## config.mk

```make
export PLATFORM = sky130hd
export DESIGN_NAME = pc_branch_unit
export DESIGN_NICKNAME = d
export VERILOG_FILES = /design/src/rtl/pc_branch_unit.sv
export SDC_FILE = /design/constraint.sdc
export NUM_CORES = 1
export LEC_CHECK = 0
export ABC_AREA = 1
export ABC_CLOCK_PERIOD_IN_PS = 1380
export CORE_UTILIZATION = 43
export DETAILED_ROUTE_END_ITERATION = 8
export MAX_ROUTING_LAYER = met4
export PLACE_DENSITY = 0.78
export SLEW_MARGIN = 20
export SYNTH_ARGS = -nofsm -noshare
export SYNTH_HDL_FRONTEND = slang
export SYNTH_SLANG_ARGS = --single-unit
```

## constraint.sdc

```tcl
create_clock -name CLK -period 1.38 [get_ports CLK]
set_input_delay 0.276 -clock CLK [delete_from_list [all_inputs] [get_ports CLK]]
set_output_delay 0.276 -clock CLK [all_outputs]
set_load 0.03 [all_outputs]
```

## src/rtl/pc_branch_unit.sv

```systemverilog
// Fetch PC and redirect sequencer: boot, sequential fetch, one-cycle redirect
// bubble after a taken branch or jump, and a halt that only reset can leave.
module pc_branch_unit #(
  parameter logic [15:0] RESET_PC = 16'h0000,
  parameter int unsigned PC_STEP  = 2
) (
  input  logic        CLK,
  input  logic        Reset_n,
  input  logic        Stall,
  input  logic        BranchTaken,
  input  logic [15:0] BranchOffset,
  input  logic [15:0] ExPC,
  input  logic        Jump,
  input  logic [15:0] JumpTarget,
  input  logic        Halt,
  output logic [15:0] PC,
  output logic        FetchValid,
  output logic        Flush,
  output logic        Halted
);

  localparam int unsigned W = 16;

  typedef enum logic [1:0] {
    BOOT   = 2'd0,
    RUN    = 2'd1,
    BUBBLE = 2'd2,
    HALTED = 2'd3
  } state_t;

  state_t         stateQ, stateD;
  logic [W-1:0]   pcD;
  logic [W-1:0]   branchTarget;
  logic [W-1:0]   jumpAligned;

  // Branch target is relative to the instruction after the branch; wrap is silent.
  assign branchTarget = W'(ExPC + W'(2) + W'(BranchOffset << 1));
  assign jumpAligned  = JumpTarget & ~W'(1);

  // State, PC and decoded status flags
  always_ff @(posedge CLK or negedge Reset_n) begin
    if (!Reset_n) begin
      stateQ     <= BOOT;
      PC         <= RESET_PC;
      FetchValid <= 1'b0;
      Halted     <= 1'b0;
    end else begin
      stateQ     <= stateD;
      PC         <= pcD;
      FetchValid <= (stateD == RUN);
      Halted     <= (stateD == HALTED);
    end
  end

  // Next state, next PC and the combinational flush strobe
  always_comb begin
    stateD = stateQ;
    pcD    = PC;
    Flush  = 1'b0;
    unique case (stateQ)
      BOOT: begin
        stateD = Halt ? HALTED : RUN;
      end
      RUN: begin
        if (Halt) begin
          stateD = HALTED;
        end else if (Stall) begin
          stateD = RUN;
        end else if (Jump) begin
          pcD    = jumpAligned;
          Flush  = 1'b1;
          stateD = BUBBLE;
        end else if (BranchTaken) begin
          pcD    = branchTarget;
          Flush  = 1'b1;
          stateD = BUBBLE;
        end else begin
          pcD    = W'(PC + W'(PC_STEP));
        end
      end
      BUBBLE: begin
        stateD = Halt ? HALTED : RUN;
      end
      HALTED: begin
        stateD = HALTED;
      end
      default: begin
        stateD = BOOT;
      end
    endcase
  end

endmodule

```

==> metrics.md <==
| Metric | Value |
|---|---|
| Register area | `503 sq um` |
| Final core occ | `82.5%` |
| Final ANT Viol Nets | `0` |
| Clk pin slew, worst setup/hold paths | `0.08 ns` |
| Pleak | `2.03 nW` |
| DR WL/cell | `14.7 um` |
| Worst-Skew Late Latency | `0.27 ns` |
| Max clock buf depth | `2` |
| Met2 Wirelength | `~4300 um` |
| CP arrival | `1.84 ns` |
| Combinational power share | `57.1%` |
| Die area | `around 5800 sq um` |
| Row count | `26` |
| Status | `finished with violations` |
| Post-Syn Nets | `464` |
| Final instance area | `approximately 4300 sq um` |
| Final setup viols | `13` |
| GR Util All Layers | `between 20% and 30%` |
| Slew HR | `78.6%` |
| Yosys reg bits | `20` |
| # IOs | `73` |
| First-pass GRT wire length | `about 13000 um` |
| Via-to-Cell Ratio | `5.40` |
| Failing checks | `negative setup slack` |
| Slew Viols, Final | `0` |
| Share of layout cells above drive strength 1 | `46.6%` |
| Initial Util | `a little under half` |
| WL met3 | `roughly 590 um` |
| Synth top area share | `about a fifth` |
| Post-synth top area cell | `dfrtp_1` |
| Worst-path maximum fanout | `5` |
| Core area | `roughly 5200 sq um` |
| Placed standard-cell area | `3810 sq um` |
| Critical path start-end classification | `input port to flip-flop` |
| Sequential area share after synthesis | `21.3%` |
| Max Used Layer | `met4` |
| Top cells by area, synth | `dfrtp_1, nand2_1, ha_1` |
| Final worst-path cycle share | `122%` |
| CTS buffer count | `3` |
| Cells after synthesis | `approximately 380` |
| TritonCTS Sinks | `20` |
| NetSw | `approximately 1.2 mW` |
| Post-DP HPWL | `roughly 5700 um` |
| Grt ovf | `0` |
| Chip width | `~76 um` |
| Initial DRC Count | `313` |
| Clk network pwr share | `~20%` |
| Vias in the first global route | `2921` |
| CP delay by family, top | `adder cells` |
| CTS H-tree lvls | `1` |
| Cell Area, Synth | `2350 sq um` |
| Routed WL | `8440 um` |
| Drt drc | `0` |
| CP Buf/Inv Count | `1` |
| Worst EP required | `1.53 ns` |
| First-pass iteration count of the detailed router | `5` |
| Pint | `1.86 mW` |
| Final hold vios | `0` |
| Register share of total power | `22.9%` |
| Hold Slack | `0.309 ns` |
| Multi-input gate area | `2360 sq um` |
| Overall Power | `3.08 mW` |
| Syn Area/Cell | `around 6 sq um` |
| Peak per-stage delay on the critical path | `0.41 ns` |
| Total power per unit cell area | `722 nW/um^2` |
| Peak VDD IR | `approximately 600 uV` |
| CP Launch Type | `input port` |
| IO buf count | `70` |
| CTS tree | `built` |
| DRT met1 WL | `3180 um` |
| FILL cells | `307` |
| Min cycle time layout | `1.68 ns` |
| Yosys synthesis warning count | `0` |
| Max Cap Violations | `0` |
| Initial antenna violation count | `0` |
| Min-Delay Path Class | `input port to flip-flop` |
| Vias | `3100` |
| Root Driver | `clkbuf_8` |
| Max Fclk | `slightly below 0.6 GHz` |
| Final #Nets | `588` |
| Antenna Cells | `0` |
| CP max-delay cell | `fa_2` |
| Synth cell types | `30` |
| Largest net degree at the start of global routing | `21` |
| RD Place Congestion | `just under 1` |
| Layout area overhead | `81.6%` |
| Sw frac | `39.7%` |
| Worst setup EP type | `flip-flop` |
| Worst Skew | `about 0.0016 ns` |
| Setup TNS | `-2.01 ns` |
| Final WS setup | `-0.304 ns` |
| Die Span Y | `75.9 um` |
| CP Cell Sequence | `buf_8, ha_4, ha_4, fa_2, nand3_4, nand2_4, nand2_4, nand3b_1, nand3_2, nand3_2, nand2_1, o21ai_1` |
| Worst-margin pin slew | `roughly 0.32 ns` |
| RSZ-0062 raised after global routing | `yes` |
-- sequential cells by signal, indices dropped and copies added (netlist names) --
name        count
PC             16
stateQ          2
FetchValid      1
Halted          1
-- worst reg2reg max path, stage by stage, from the launching register on --
cell and delay, ns:
dfrtp_2 0.42, nand2_1 0.16, nor2_2 0.22, nand2_2 0.11, nor2_2 0.13, nand2_1 0.10
nand3_1 0.16, nand3_2 0.09, nand2_1 0.06, o21ai_1 0.07
-- synthesized netlist by cell type --
master / n
nand3_2: 2
o22ai_1: 2
or2_0: 2
xor2_1: 3
nor2_1: 45
a211oi_1: 1
o221ai_1: 2
xnor2_1: 3
nand3_1: 30
nor2_2: 6
nand2_2: 3
ha_1: 28
buf_2: 4
nand4_1: 5
inv_2: 3
inv_1: 48
nand3b_1: 4
clkinv_1: 1
a31oi_1: 1
o21ai_0: 6
a22oi_1: 1
a21oi_1: 14
fa_1: 1
o21ai_1: 8
nand2_1: 133
clkbuf_1: 1
dfrtp_1: 20
a32oi_1: 1
nor3_4: 1
nor2_4: 2
-- cells by family (layout without fill, tap and decap cells) --
family                     count (synthesis)  count (layout)  synth area share [%]
adders and majority gates                 29              29                  15.8
buffers and inverters                     57             180                  9.32
xor gates and xnor gates                   6               6                  2.24
DFF                                       20              20                  21.3
and+or+nand+nor                          233             233                  42.9
AOI/OAI and AO/OA                         36              36                  8.52
-- final timing paths --
check                         from         end  slack, ns  depth (start not counted)
setup / recovery           ExPC[2]      PC[10]      -0.30                         12
setup reg to reg             PC[1]      PC[10]      -0.24                          9
hold reg to reg              PC[0]       PC[0]       0.47                          2
hold / removal                Halt  FetchValid       0.31                          2
max in group asynchronous  Reset_n       PC[1]       0.79                          2
min in group asynchronous  Reset_n      PC[11]       0.35                          2
-- power by group through the flow --
stage | clock network [mW] | registers [mW] | logic [mW]
floorplan | 0 | 0.815 | 0.698
global placement | 0 | 0.705 | 1.41
detailed placement | 0 | 0.706 | 1.44
CTS | 0.609 | 0.700 | 1.62
global route | 0.642 | 0.712 | 1.89
finish | 0.614 | 0.706 | 1.76
-- final cells by class --
class,count,share of cell area [%]
well taps,70,2.05
clock buffers,3,0.968
clock inverters,1,0.704
flip-flops and latches,20,11.8
multi-input cells,304,55.2
inverters,52,4.63
repair buffers,124,24.6
-- metal layers --
| metal | vias up | global-route usage (%) |
|---|---|---|
| met5 | - | - |
| met4 | 0 | 7.31 |
| met3 | 34 | 3.01 |
| met2 | 171 | 51.5 |
| met1 | 1431 | 32.2 |
| li1 | 1464 | - |
-- placed cells by master (no fill, tap or decap), drive strengths merged, types with 14 or more instances in the layout --
| cell | netlist | final |
|---|---|---|
| nand2 | 136 | 136 |
| buf | 4 | 96 |
| nor2 | 53 | 53 |
| inv | 51 | 51 |
| nand3 | 32 | 32 |
| ha | 28 | 28 |
| dfrtp | 20 | 20 |
| clkdlybuf4s50 | 0 | 19 |
| o21ai | 14 | 14 |
| a21oi | 14 | 14 |
-- stage by stage --
| step | instances | setup WS [ns] |
|---|---|---|
| final | 574 | -0.304 |
| after global routing | 574 | -0.383 |
| after CTS | 574 | -0.220 |
| after detailed placement | 565 | -0.917 |
| after global placement | 565 | -0.825 |
| after floorplan | 381 | -0.293 |
-- what timing repair did --
| item | in CTS | in global routing |
|---|---|---|
| hold buffers | 0 | 0 |
| endpoints found under the setup margin | 20 | 18 |
| buffers inserted | 6 | 0 |
| pin swaps | 88 | 60 |
| resized for setup | 205 | 50 |
(Power assumes the default switching activity.)
